===== src/rtl/cpu_pkg.sv =====
// Shared definitions for the 301 CPU: datapath widths and ALU opcodes,
// used by both the execution unit and the control unit that drives alu_op.
package cpu_pkg;

   localparam int DATA_W = 16;
   localparam int ADR_W  = 3;

   localparam logic [3:0] ALU_PASS_S = 4'b0000;
   localparam logic [3:0] ALU_PASS_R = 4'b0001;
   localparam logic [3:0] ALU_INC    = 4'b0010;
   localparam logic [3:0] ALU_DEC    = 4'b0011;
   localparam logic [3:0] ALU_ADD    = 4'b0100;
   localparam logic [3:0] ALU_SUB    = 4'b0101;
   localparam logic [3:0] ALU_SHR    = 4'b0110;
   localparam logic [3:0] ALU_SHL    = 4'b0111;
   localparam logic [3:0] ALU_AND    = 4'b1000;
   localparam logic [3:0] ALU_OR     = 4'b1001;
   localparam logic [3:0] ALU_XOR    = 4'b1010;
   localparam logic [3:0] ALU_NOT    = 4'b1011;

endpackage


===== src/rtl/eu_alu.sv =====
// Combinational ALU of the execution unit: result Y plus N/Z/C flags.
// Unused opcodes 1100-1111 pass S through with C cleared.
module eu_alu
   import cpu_pkg::*;
#(
   parameter int DW = DATA_W
) (
   input  logic [DW-1:0] r,
   input  logic [DW-1:0] s,
   input  logic [3:0]    alu_op,
   output logic [DW-1:0] y,
   output logic          n,
   output logic          z,
   output logic          c
);

   localparam logic [DW:0] ONE = {{DW{1'b0}}, 1'b1};

   logic [DW:0] res;

   // Bit DW of a 17-bit add is the carry; of a 17-bit subtract, the borrow.
   always_comb begin
      res = {1'b0, s};
      c   = 1'b0;
      case (alu_op)
         ALU_PASS_S: res = {1'b0, s};
         ALU_PASS_R: res = {1'b0, r};
         ALU_INC:    begin res = {1'b0, s} + ONE;        c = res[DW]; end
         ALU_DEC:    begin res = {1'b0, s} - ONE;        c = res[DW]; end
         ALU_ADD:    begin res = {1'b0, r} + {1'b0, s};  c = res[DW]; end
         ALU_SUB:    begin res = {1'b0, r} - {1'b0, s};  c = res[DW]; end
         ALU_SHR:    begin res = {2'b00, s[DW-1:1]};     c = s[0];    end
         ALU_SHL:    begin res = {1'b0, s[DW-2:0], 1'b0}; c = s[DW-1]; end
         ALU_AND:    res = {1'b0, r & s};
         ALU_OR:     res = {1'b0, r | s};
         ALU_XOR:    res = {1'b0, r ^ s};
         ALU_NOT:    res = {1'b0, ~s};
         default:    res = {1'b0, s};
      endcase
   end

   assign y = res[DW-1:0];
   assign n = y[DW-1];
   assign z = (y == '0);

endmodule


===== src/rtl/cpu_eu.sv =====
// Execution unit of the 301 CPU: register file, PC, IR, ALU and memory buses.
// Define CPU_EU_DEBUG_PORT_EN to add a third register read port (dbg_sel/dbg_out).
module cpu_eu
   import cpu_pkg::*;
#(
   parameter int DW = DATA_W
) (
   input  logic             clk,
   input  logic             reset,
   input  logic [ADR_W-1:0] W_Adr,
   input  logic [ADR_W-1:0] R_Adr,
   input  logic [ADR_W-1:0] S_Adr,
   input  logic             adr_sel,
   input  logic             s_sel,
   input  logic             pc_ld,
   input  logic             pc_inc,
   input  logic             pc_sel,
   input  logic             ir_ld,
   input  logic             rw_en,
   input  logic [3:0]       alu_op,
   input  logic [DW-1:0]    D_in,
   output logic [DW-1:0]    IR,
   output logic             N,
   output logic             Z,
   output logic             C,
   output logic [DW-1:0]    Address,
`ifdef CPU_EU_DEBUG_PORT_EN
   output logic [DW-1:0]    D_out,
   input  logic [ADR_W-1:0] dbg_sel,
   output logic [DW-1:0]    dbg_out
`else
   output logic [DW-1:0]    D_out
`endif
);

   logic [DW-1:0] regs [2**ADR_W];
   logic [DW-1:0] pc;
   logic [DW-1:0] ir_q;
   logic [DW-1:0] r_out;
   logic [DW-1:0] s_out;
   logic [DW-1:0] alu_y;
   logic [DW-1:0] wr_data;
   logic [DW-1:0] br_off;

   assign r_out = regs[R_Adr];
   assign s_out = regs[S_Adr];

   eu_alu #(.DW(DW)) u_alu (
      .r      (r_out),
      .s      (s_out),
      .alu_op (alu_op),
      .y      (alu_y),
      .n      (N),
      .z      (Z),
      .c      (C)
   );

   assign wr_data = s_sel ? D_in : alu_y;
   // Relative branch offset is the signed low byte of the current IR.
   assign br_off  = {{(DW-8){ir_q[7]}}, ir_q[7:0]};

   always_ff @(posedge clk or negedge reset) begin
      if (!reset) begin
         pc   <= '0;
         ir_q <= '0;
         for (int i = 0; i < 2**ADR_W; i++) regs[i] <= '0;
      end else begin
         if (pc_ld)       pc <= pc_sel ? s_out : pc + br_off;
         else if (pc_inc) pc <= pc + 1'b1;
         if (ir_ld)       ir_q <= D_in;
         if (rw_en)       regs[W_Adr] <= wr_data;
      end
   end

   assign IR      = ir_q;
   assign Address = adr_sel ? r_out : pc;
   assign D_out   = s_out;

`ifdef CPU_EU_DEBUG_PORT_EN
   assign dbg_out = regs[dbg_sel];
`endif

endmodule

===== config.mk =====
export PLATFORM = sky130hd
export DESIGN_NAME = cpu_eu
export DESIGN_NICKNAME = d
export VERILOG_FILES = /design/src/rtl/cpu_pkg.sv /design/src/rtl/eu_alu.sv /design/src/rtl/cpu_eu.sv
export SDC_FILE = /design/constraint.sdc
export NUM_CORES = 1
export LEC_CHECK = 0
export ABC_AREA = 0
export BUFFER_PORTS_ARGS = -buffer_cell sky130_fd_sc_hd__buf_2
export CAP_MARGIN = 20
export CORE_ASPECT_RATIO = 1.1
export CORE_MARGIN = 5
export CORE_UTILIZATION = 50
export CTS_CLUSTER_DIAMETER = 50
export DETAILED_ROUTE_END_ITERATION = 8
export HOLD_SLACK_MARGIN = 0.1
export PLACE_DENSITY = 0.68
export SKIP_LAST_GASP = 1
export SYNTH_ARGS = -nofsm -noshare
export SYNTH_HDL_FRONTEND = slang
export SYNTH_HIERARCHICAL = 1
export SYNTH_SLANG_ARGS = --single-unit
export TNS_END_PERCENT = 50

===== constraint.sdc =====
create_clock -name clk -period 13.3 [get_ports clk]
set_input_delay 2.66 -clock clk [delete_from_list [all_inputs] [get_ports clk]]
set_output_delay 2.66 -clock clk [all_outputs]
set_load 0.05 [all_outputs]

==> results_dict.tcl, run 1 <==
set metrics [dict create \
    grt_setup_unrepaired "no" \
    vdd.ir_drop.worst_mv 0.09362 \
    max-slew-margin-rel_pct 34.09 \
    globalplace.congestion 1.017 \
    crit_required_ps 10640 \
    portBuffers 88 \
    critical_path_class "in -> out" \
    fp-row-count 62 \
    areaGrowthSynthToFinish_pct 8.604 \
    ctsRootBufferMaster "sky130_fd_sc_hd__clkbuf_16" \
    power.share.combinational_pct 55.6 \
    path_delay_family "simple AND/OR/NAND/NOR gates" \
    worst_setup_path_end_kind "output port" \
    post_drt_antenna_nets 0 \
    timing.critical_path.slowest_stage_cell "sky130_fd_sc_hd__or4b_2" \
    cpPeakStageDelay_ps 640 \
    power.switching_mw 1.392 \
    cp_cell_sequence "buf_2 -> buf_4 -> mux4_2 -> mux2_4 -> inv_1 -> ha_1 -> or4b_2 -> nor3_1 -> a41oi_1 -> xnor2_1 -> a2111oi_0 -> a22oi_1 -> a2111oi_0 -> nand4b_1 -> nor4_2 -> buf_2" \
    cellPowerDensity_nw_per_um2 195.6 \
    distinct_cells_synth 89 \
    initialDrtViolationCount 1383 \
    clock_tree.buffer_depth 2 \
    p_int_mw 1.435 \
    floorplan.die.height_um 181.1 \
    route.detailed.wl_per_inst_um 24.98 \
    synthFlopType "sky130_fd_sc_hd__dfrtp_1" \
    nature_of_the_critical_path_startpoint "input pin" \
    ys.warnings.count 6 \
    clkSinkCount 160 \
    stdcell_area_um2 14450 \
    initial_utilization_pct 50.89 \
    final_nets 1588 \
    ys_seq_elements 160 \
    cts_hold_buf 0 \
    post_route_cells_drive_above_1_share_pct 19.14 \
    worstSetupStartpoint "S_Adr[0]" \
    worst-path-max-fanout 24 \
    cts-htree-levels 4 \
    num_vias 12340 \
    grt_pass1_vias 12200 \
    most_frequent_cell_after_synthesis "sky130_fd_sc_hd__dfrtp_1" \
    synthesis.nets 1570 \
    detailedPlacementHpwl_um 32210 \
    initial_antenna_violation_count 0 \
    grt_pass1_wl_um 70950 \
    hold_violations 0 \
    drv.max_cap_violation_count 0 \
    grt_overflow_total 0 \
    floorplan.die_area_um2 29980 \
    synth_cells 1458 \
    maximum_number_of_pins_on_one_net_before_global_route_repair 106 \
    worst_skew_pair.late_latency_ps 440 \
    timing.clock.skew_ps 22.25 \
    post-route-period-util_pct 80.39 \
    synthArstFlopShare_pct 100.0 \
    timing.final.max_slew_violations 0 \
    start_of_the_worst_register_to_register_path "regs[101]" \
    tightestPinTransition_ps 988.6 \
    placement.cell_area_um2 13830 \
    clock.fmax_ghz 0.09353 \
    setup_violation_total_in_the_final_timing_report 0 \
    sw_frac_of_total_pct 49.24 \
    cts_repair_resize_count 0 \
    tritoncts.num_buffers 17 \
    syn-mean-instance-area_um2 9.126 \
    power_frac_clock_pct 18.3 \
    worst-endpoint-arrival_ps 8030 \
    drt_wl_total_um 45980 \
    antenna-diode-count 0 \
    clkSlewWorstSetupHoldPaths_ps 80 \
    synth_area_leader_cell "sky130_fd_sc_hd__dfrtp_1" \
    worstPathBufferInverterCount 4 \
    cts_tree "yes" \
    length_of_the_first_detailed_routing_pass_in_iterations 6 \
    synth_enable_flop_cells 0 \
    power.share.sequential_pct 26.1 \
    holdCritStartpoint "IR[12]" \
    core_area_um2 26140 \
    vias_per_cell 6.700 \
    fin_tns_setup_ps 0 \
    synth_common_cells "160 x sky130_fd_sc_hd__dfrtp_1, 150 x sky130_fd_sc_hd__nor2_1, 130 x sky130_fd_sc_hd__a21oi_1" \
    period_minus_slack_ps 10690 \
    leading_cell_types_by_total_area_after_synthesis "sky130_fd_sc_hd__dfrtp_1 30%, sky130_fd_sc_hd__mux4_2 9.0%, sky130_fd_sc_hd__ha_1 6.7%" \
    globalRouteTotalUtil_pct 30.65 \
    reg_to_reg_setup_timing_slack_ps 8460 \
    hold_path_class "reg -> reg" \
    status "finished, final reports clean" \
    synthesis.area_um2 13310 \
    drcViolationCount 0 \
    yosys.area.top_type_share_pct 30.09 \
    post-cts-setup-buffer-count 0 \
    io-pin-count 89 \
    p_leak_nw 6.118 \
    synth_sequential_area_ratio_pct 30.09 \
    die_w_um 165.5 \
]
stage by stage:
| stage | total power [mW] | std cells | utilization, % | worst slack [ps] | hold WS (ps) |
|---|---|---|---|---|---|
| 2_1_floorplan | 1.869 | 1458 | - | 3450 | 458.2 |
| 3_3_place_gp | 2.246 | 1809 | 52.89 | 2812 | 473.6 |
| 3_5_place_dp | 2.265 | 1809 | 52.89 | 2757 | 485.2 |
| 4_1_cts | 2.791 | 1841 | 55.27 | 2753 | 504.7 |
| 5_1_grt | 2.984 | 1841 | 55.27 | 2320 | 521.7 |
| 6_report | 2.826 | 1841 | 55.27 | 2608 | 502.3 |
power groups by stage:
stage          registers (mW)  logic [mW]  clock network, mW
4_1_cts                 0.733        1.53              0.523
3_3_place_gp            0.735        1.51                  0
2_1_floorplan           0.717        1.15                  0
6_report                0.739        1.57              0.517
5_1_grt                 0.754        1.69              0.542
3_5_place_dp            0.742        1.52                  0
layer usage:
metal  part of all wire [%]  up-vias  global-route usage [%]  routed length, um
li1                       -     5434                       -                  -
met1                     38     5999                   38.97              17420
met2                     46      708                   48.02              21170
met3                     10      194                   7.748               4609
met4                    6.1        0                   16.17               2783
met5                      0        -                       0                  0
worst reg2reg max path: cells and delay by family (launching register included):
kind            cells  cell delay (ps)
compound gates      5             1130
fa+ha+maj           1              410
buf+inv             2              360
flops               1              400
mux                 3             1520
simple gates        3              900
cells in the final DEF, fill, tap and decap left out, drive strengths merged, types with 8 or more instances in the layout:
| master | n |
|---|---|
| nand2b | 11 |
| a21oi | 130 |
| nand2 | 128 |
| o21a | 8 |
| mux2i | 26 |
| dfrtp | 160 |
| xor2 | 13 |
| nor2 | 150 |
| a31oi | 9 |
| nand3 | 30 |
| inv | 72 |
| nor2b | 9 |
| mux4 | 66 |
| nor3 | 34 |
| a211oi | 19 |
| nand4 | 17 |
| a21o | 15 |
| ha | 71 |
| clkbuf | 17 |
| o22ai | 12 |
| nor4 | 18 |
| a221oi | 10 |
| xnor2 | 23 |
| a22oi | 12 |
| buf | 105 |
| o21ai | 112 |
| mux2 | 65 |
worst paths after layout:
kind / end / cells after the start
max: Z / 16
min: IR[12] / 1
max reg2reg: regs[28] / 14
min reg2reg: IR[12] / 1
max in group asynchronous: regs[40] / 2
min in group asynchronous: pc[12] / 1
final cells by class:
| type | count | area, um2 |
|---|---|---|
| fillers | 2385 | 11690 |
| multi-input cells | 1128 | 8567 |
| flip-flops and latches | 160 | 4004 |
| repair buffers | 105 | 574.3 |
| well taps | 352 | 440.4 |
| clock buffers | 17 | 425.4 |
| inverters | 64 | 240.2 |
| clock inverters | 15 | 198.9 |
sequential cells by signal, summed over array words and instances, names as in the netlist:
name,cells
regs,128
pc,16
IR,16
logic make-up (layout without fill, tap and decap cells):
kind of cell / after synthesis / count (layout) / synth area share [%]
and+or+nand+nor: 451 / 451 / 16.12
DFF: 160 / 160 / 30.09
muxes: 157 / 157 / 19.14
AOI/OAI and AO/OA: 410 / 410 / 19.48
xor gates and xnor gates: 36 / 36 / 2.370
buffers and inverters: 170 / 201 / 5.670
adders and majority gates: 74 / 74 / 7.128
No activity file was read; power rests on OpenSTA's default activity.
==> run 2: changes to the inputs <==
==> constraint.sdc (replaced) <==
create_clock -name clk -period 11.03 [get_ports clk]
set_input_delay 2.206 -clock clk [delete_from_list [all_inputs] [get_ports clk]]
set_output_delay 2.206 -clock clk [all_outputs]
set_load 0.05 [all_outputs]
==> results_dict.tcl, run 2 (same netlist as run 1, synthesis figures left out) <==
set metrics [dict create \
    antenna-diode-count 0 \
    drv.max_cap_violation_count 0 \
    worstPathBufferInverterCount 4 \
    cts_tree "yes" \
    power.share.combinational_pct 55.5 \
    grt_pass1_wl_um 71470 \
    power_frac_clock_pct 18.1 \
    hold_violations 0 \
    worst_skew_pair.late_latency_ps 450 \
    timing.critical_path.slowest_stage_cell "sky130_fd_sc_hd__buf_2" \
    worst_setup_path_end_kind "output port" \
    post-cts-setup-buffer-count 0 \
    path_delay_family "simple AND/OR/NAND/NOR gates" \
    stdcell_area_um2 14440 \
    register_name_with_the_most_flops "regs" \
    critPathMostFrequentCell "sky130_fd_sc_hd__buf_2" \
    fp-row-count 62 \
    initialDrtViolationCount 1640 \
    reg_to_reg_setup_timing_slack_ps 5990 \
    period_minus_slack_ps 9770 \
    portBuffers 88 \
    power.share.sequential_pct 26.4 \
    clkSlewWorstSetupHoldPaths_ps 90 \
    largest_register_ffs 128 \
    fin_hold_ws_ps 500.4 \
    max-slew-margin-rel_pct 35.09 \
    grt_overflow_total 0 \
    maximum_number_of_pins_on_one_net_before_global_route_repair 67 \
    floorplan.die.height_um 181.1 \
    grt_pass1_vias 11760 \
    io-pin-count 89 \
    worstSetupEndpoint "Z" \
    vdd.ir_drop.worst_mv 0.1353 \
    initial_antenna_violation_count 0 \
    vias_per_cell 6.753 \
    nature_of_the_critical_path_startpoint "input pin" \
    worstSetupStartpoint "R_Adr[0]" \
    clock_tree.buffer_depth 2 \
    status "finished, final reports clean" \
    worst-r2r-cell-count 14 \
    rr_endpoint "regs[12]" \
    cts_hold_buf 0 \
    globalRouteTotalUtil_pct 31.08 \
    final_nets 1588 \
    drcViolationCount 0 \
    core_area_um2 26140 \
    power.switching_mw 1.683 \
    tritoncts.num_buffers 17 \
    length_of_the_first_detailed_routing_pass_in_iterations 6 \
    crit_required_ps 8820 \
    die_w_um 165.5 \
    fin_tns_setup_ps 0 \
    post-route-period-util_pct 88.58 \
    route.detailed.wl_per_inst_um 25.53 \
    grt_setup_unrepaired "no" \
    drt_wl_total_um 47000 \
    hold_path_class "reg -> reg" \
    cp_num_cells 16 \
    cellPowerDensity_nw_per_um2 236.0 \
    areaGrowthSynthToFinish_pct 8.548 \
    setup_violation_total_in_the_final_timing_report 0 \
    placement.cell_area_um2 13830 \
    p_leak_nw 6.108 \
    p_int_mw 1.726 \
    cts-htree-levels 4 \
    clock.fmax_ghz 0.1024 \
    floorplan.die_area_um2 29980 \
    layout_common_cells "160 x sky130_fd_sc_hd__dfrtp_1, 150 x sky130_fd_sc_hd__nor2_1, 130 x sky130_fd_sc_hd__a21oi_1" \
    timing.clock.skew_ps 21.80 \
    sw_frac_of_total_pct 49.36 \
    clkSinkCount 160 \
    num_vias 12430 \
    tightestPinTransition_ps 946.5 \
    mostFrequentLayoutCell "sky130_fd_sc_hd__dfrtp_1" \
    cpPeakStageDelay_ps 660 \
    detailedPlacementHpwl_um 32860 \
    critical_path_class "in -> out" \
    ctsRootBufferMaster "sky130_fd_sc_hd__clkbuf_16" \
    post_route_cells_drive_above_1_share_pct 19.14 \
    worst-endpoint-arrival_ps 7560 \
    cp_cell_sequence "buf_2 -> buf_4 -> mux4_2 -> mux2_2 -> inv_1 -> ha_1 -> nor2_1 -> o211ai_1 -> o211a_1 -> or3b_2 -> and3_1 -> a32o_1 -> o22ai_1 -> nand4b_1 -> nor4_2 -> buf_2" \
    start_of_the_worst_register_to_register_path "regs[37]" \
    timing.final.max_slew_violations 0 \
    cts_repair_resize_count 0 \
    worst-path-max-fanout 25 \
    post_drt_antenna_nets 0 \
    globalplace.congestion 1.032 \
    initial_utilization_pct 50.89 \
]
==> run 2: cell count changes in the layout (fill, tap and decap cells not counted) <==
| cell | delta |
|---|---|
| sky130_fd_sc_hd__inv_6 | -3 |
| sky130_fd_sc_hd__clkinvlp_4 | +2 |
| sky130_fd_sc_hd__clkinv_4 | +1 |
| sky130_fd_sc_hd__inv_12 | -1 |
| sky130_fd_sc_hd__inv_8 | +1 |
==> run 2: power groups by stage <==
stage | clock, mW | sequential, mW | combinational (mW)
finish | 0.616 | 0.901 | 1.89
global route | 0.650 | 0.917 | 2.03
CTS | 0.623 | 0.894 | 1.85
detailed placement | 0 | 0.902 | 1.83
global placement | 0 | 0.893 | 1.82
floorplan | 0 | 0.865 | 1.39
==> run 2: worst min-delay path by stage <==
stage,depth (start not counted),end,start,slack [ps]
floorplan,2,regs[19],regs[19],460
global placement,2,regs[76],regs[76],470
detailed placement,2,regs[2],regs[2],490
CTS,2,regs[42],regs[42],500
global route,1,IR[10],IR[10],530
finish,2,regs[2],regs[2],500
==> run 2: area by class of cell <==
class	count	area, um2
Tap cell	352	440.4
Clock buffer	17	425.4
Sequential cell	160	4004
Fill cell	2404	11700
Clock inverter	15	191.4
Multi-Input combinational cell	1128	8567
Inverter	64	240.2
Timing Repair Buffer	105	574.3
==> run 2: worst min-delay path, stage by stage, from the launching register on <==
cell                      delay, ps
sky130_fd_sc_hd__dfrtp_1        360
sky130_fd_sc_hd__nand2_1         50
sky130_fd_sc_hd__o21ai_0         60
==> run 2: per-layer routing <==
layer	routed length, um	GRT usage [%]	vias to the layer above
li1	-	-	5459
met1	18500	41.87	6051
met2	21490	47.55	732
met3	3916	5.629	190
met4	3091	16.70	0
met5	0	0	-
==> run 2: stage by stage <==
stage               power, mW  cells  setup slack (ps)  util (%)
finish                  3.409   1841              1260     55.25
global route            3.593   1841              1035     55.25
CTS                     3.363   1841              1319     55.25
detailed placement      2.735   1809              1341     52.89
global placement        2.710   1809              1331     52.89
floorplan               2.253   1458              2088         -
==> run 3: changes to the inputs <==
==> constraint.sdc (replaced) <==
create_clock -name clk -period 11.03 [get_ports clk]
set_input_delay 0.5515 -clock clk [delete_from_list [all_inputs] [get_ports clk]]
set_output_delay 0.5515 -clock clk [all_outputs]
set_load 0.05 [all_outputs]
==> results_dict.tcl, run 3 (same netlist as run 1, synthesis figures left out) <==
set metrics [dict create \
    die_w_um 165.5 \
    initial_antenna_violation_count 0 \
    portBuffers 88 \
    grt_overflow_total 0 \
    worst_setup_path_end_kind "output port" \
    detailedPlacementHpwl_um 32310 \
    p_leak_nw 6.120 \
    globalplace.congestion 1.019 \
    setup_violation_total_in_the_final_timing_report 0 \
    dpl.cell_count 1809 \
    cellPowerDensity_nw_per_um2 236.0 \
    io-pin-count 89 \
    worst-endpoint-arrival_ps 5750 \
    final_nets 1588 \
    worst-r2r-cell-count 14 \
    worstPathBufferInverterCount 4 \
    register_name_with_the_most_flops "regs" \
    fillers 2395 \
    rr_endpoint "regs[12]" \
    design_power_total_mw 3.412 \
    cts-htree-levels 4 \
    non_filler_instances 1841 \
    cpPeakStageDelay_ps 630 \
    grt_setup_unrepaired "no" \
    placement.cell_area_um2 13830 \
    cp_num_cells 16 \
    vias_per_cell 6.750 \
    floorplan.die_area_um2 29980 \
    initialDrtViolationCount 1522 \
    largest_register_ffs 128 \
    hold_path_class "in -> async" \
    max-slew-margin-rel_pct 34.85 \
    timing.final.max_slew_violations 0 \
    antenna-diode-count 0 \
    initial_utilization_pct 50.89 \
    crit_required_ps 10480 \
    path_delay_family "simple AND/OR/NAND/NOR gates" \
    worst_skew_pair.late_latency_ps 440 \
    power.share.sequential_pct 26.1 \
    tightestPinTransition_ps 977.2 \
    layout_common_cells "160 x sky130_fd_sc_hd__dfrtp_1, 150 x sky130_fd_sc_hd__nor2_1, 130 x sky130_fd_sc_hd__a21oi_1" \
    power.share.combinational_pct 55.7 \
    post-route-period-util_pct 57.17 \
    clkSlewWorstSetupHoldPaths_ps 90 \
    mostFrequentLayoutCell "sky130_fd_sc_hd__dfrtp_1" \
    post-route-util_pct 55.30 \
    cts_tree "yes" \
    hold_violations 0 \
    drt_wl_total_um 46160 \
    drv.max_cap_violation_count 0 \
    worst-path-max-fanout 31 \
    floorplan.die.height_um 181.1 \
    layout.area.seq_um2 4004 \
    stdcell_area_um2 14460 \
    clkSinkCount 160 \
    cp_cell_sequence "buf_2 -> buf_4 -> mux4_2 -> mux2_4 -> inv_1 -> ha_1 -> or4b_2 -> nor3_1 -> a41oi_1 -> xnor2_1 -> a2111oi_0 -> a22oi_1 -> a2111oi_0 -> nand4b_1 -> nor4_2 -> buf_2" \
    timing.critical_path.slowest_stage_cell "sky130_fd_sc_hd__or4b_2" \
    route.detailed.wl_per_inst_um 25.07 \
    length_of_the_first_detailed_routing_pass_in_iterations 7 \
    multiInputGateArea_um2 8567 \
    global_route.usage.met2_pct 48.71 \
    cts_repair_resize_count 0 \
    timing.clock.skew_ps 21.15 \
    clock_tree.buffer_depth 2 \
    maximum_number_of_pins_on_one_net_before_global_route_repair 106 \
    vdd.ir_drop.worst_mv 0.1268 \
    grt_busiest_layer "met2" \
    global_route.usage.met3_pct 6.199 \
    post_route_cells_drive_above_1_share_pct 19.14 \
    clock.fmax_ghz 0.1586 \
    core_area_um2 26140 \
    grt.met1_usage_pct 39.54 \
    ctsRootBufferMaster "sky130_fd_sc_hd__clkbuf_16" \
    grt_pass1_wl_um 70720 \
    post_drt_antenna_nets 0 \
    power.switching_mw 1.682 \
    nature_of_the_critical_path_startpoint "input pin" \
    critical_path_class "in -> out" \
    areaGrowthSynthToFinish_pct 8.661 \
    power_frac_clock_pct 18.1 \
    post-cts-setup-buffer-count 0 \
    grt_pass1_vias 12120 \
    globalRouteTotalUtil_pct 30.67 \
    status "finished, final reports clean" \
    tritoncts.num_buffers 17 \
    period_minus_slack_ps 6306 \
    cts_hold_buf 0 \
    fin_tns_setup_ps 0 \
    reg_to_reg_setup_timing_slack_ps 6130 \
    sw_frac_of_total_pct 49.29 \
    fp-row-count 62 \
    num_vias 12430 \
    start_of_the_worst_register_to_register_path "regs[37]" \
    p_int_mw 1.730 \
    drcViolationCount 0 \
]
[run 3: metal layers]
layer | part of all wire, % | wire length (um)
met4 | 6.3 | 2905
met2 | 46 | 21160
met3 | 9.5 | 4383
met1 | 38 | 17710
met5 | 0 | 0
[run 3: worst max-delay path by stage]
stage | to | startpoint
after CTS | Z | S_Adr[0]
after detailed placement | Z | S_Adr[0]
after global placement | Z | S_Adr[0]
after floorplan | C | S_Adr[1]
after global routing | Z | S_Adr[0]
final | Z | S_Adr[0]
[run 3: power by group through the flow]
stage                     Combinational [mW]  Clock (mW)  Sequential (mW)
after floorplan                         1.39           0            0.865
after global placement                  1.82           0            0.891
after detailed placement                1.84           0            0.897
after CTS                               1.86       0.626            0.886
after global routing                    2.03       0.653            0.912
final                                   1.90       0.619            0.892
[run 3: cell type report]
| class | instances | share of cell area, % |
|---|---|---|
| multi-input cells | 1128 | 59.26 |
| flip-flops and latches | 160 | 27.69 |
| well taps | 352 | 3.046 |
| inverters | 64 | 1.662 |
| repair buffers | 105 | 3.972 |
| clock buffers | 17 | 2.942 |
| clock inverters | 15 | 1.428 |
[run 3: stage by stage]
step	hold WS (ps)	worst slack [ps]
finish	195.8	4724
global route	302.1	4495
CTS	248.2	4811
detailed placement	488.2	4828
global placement	474.2	4910
floorplan	255.9	5397
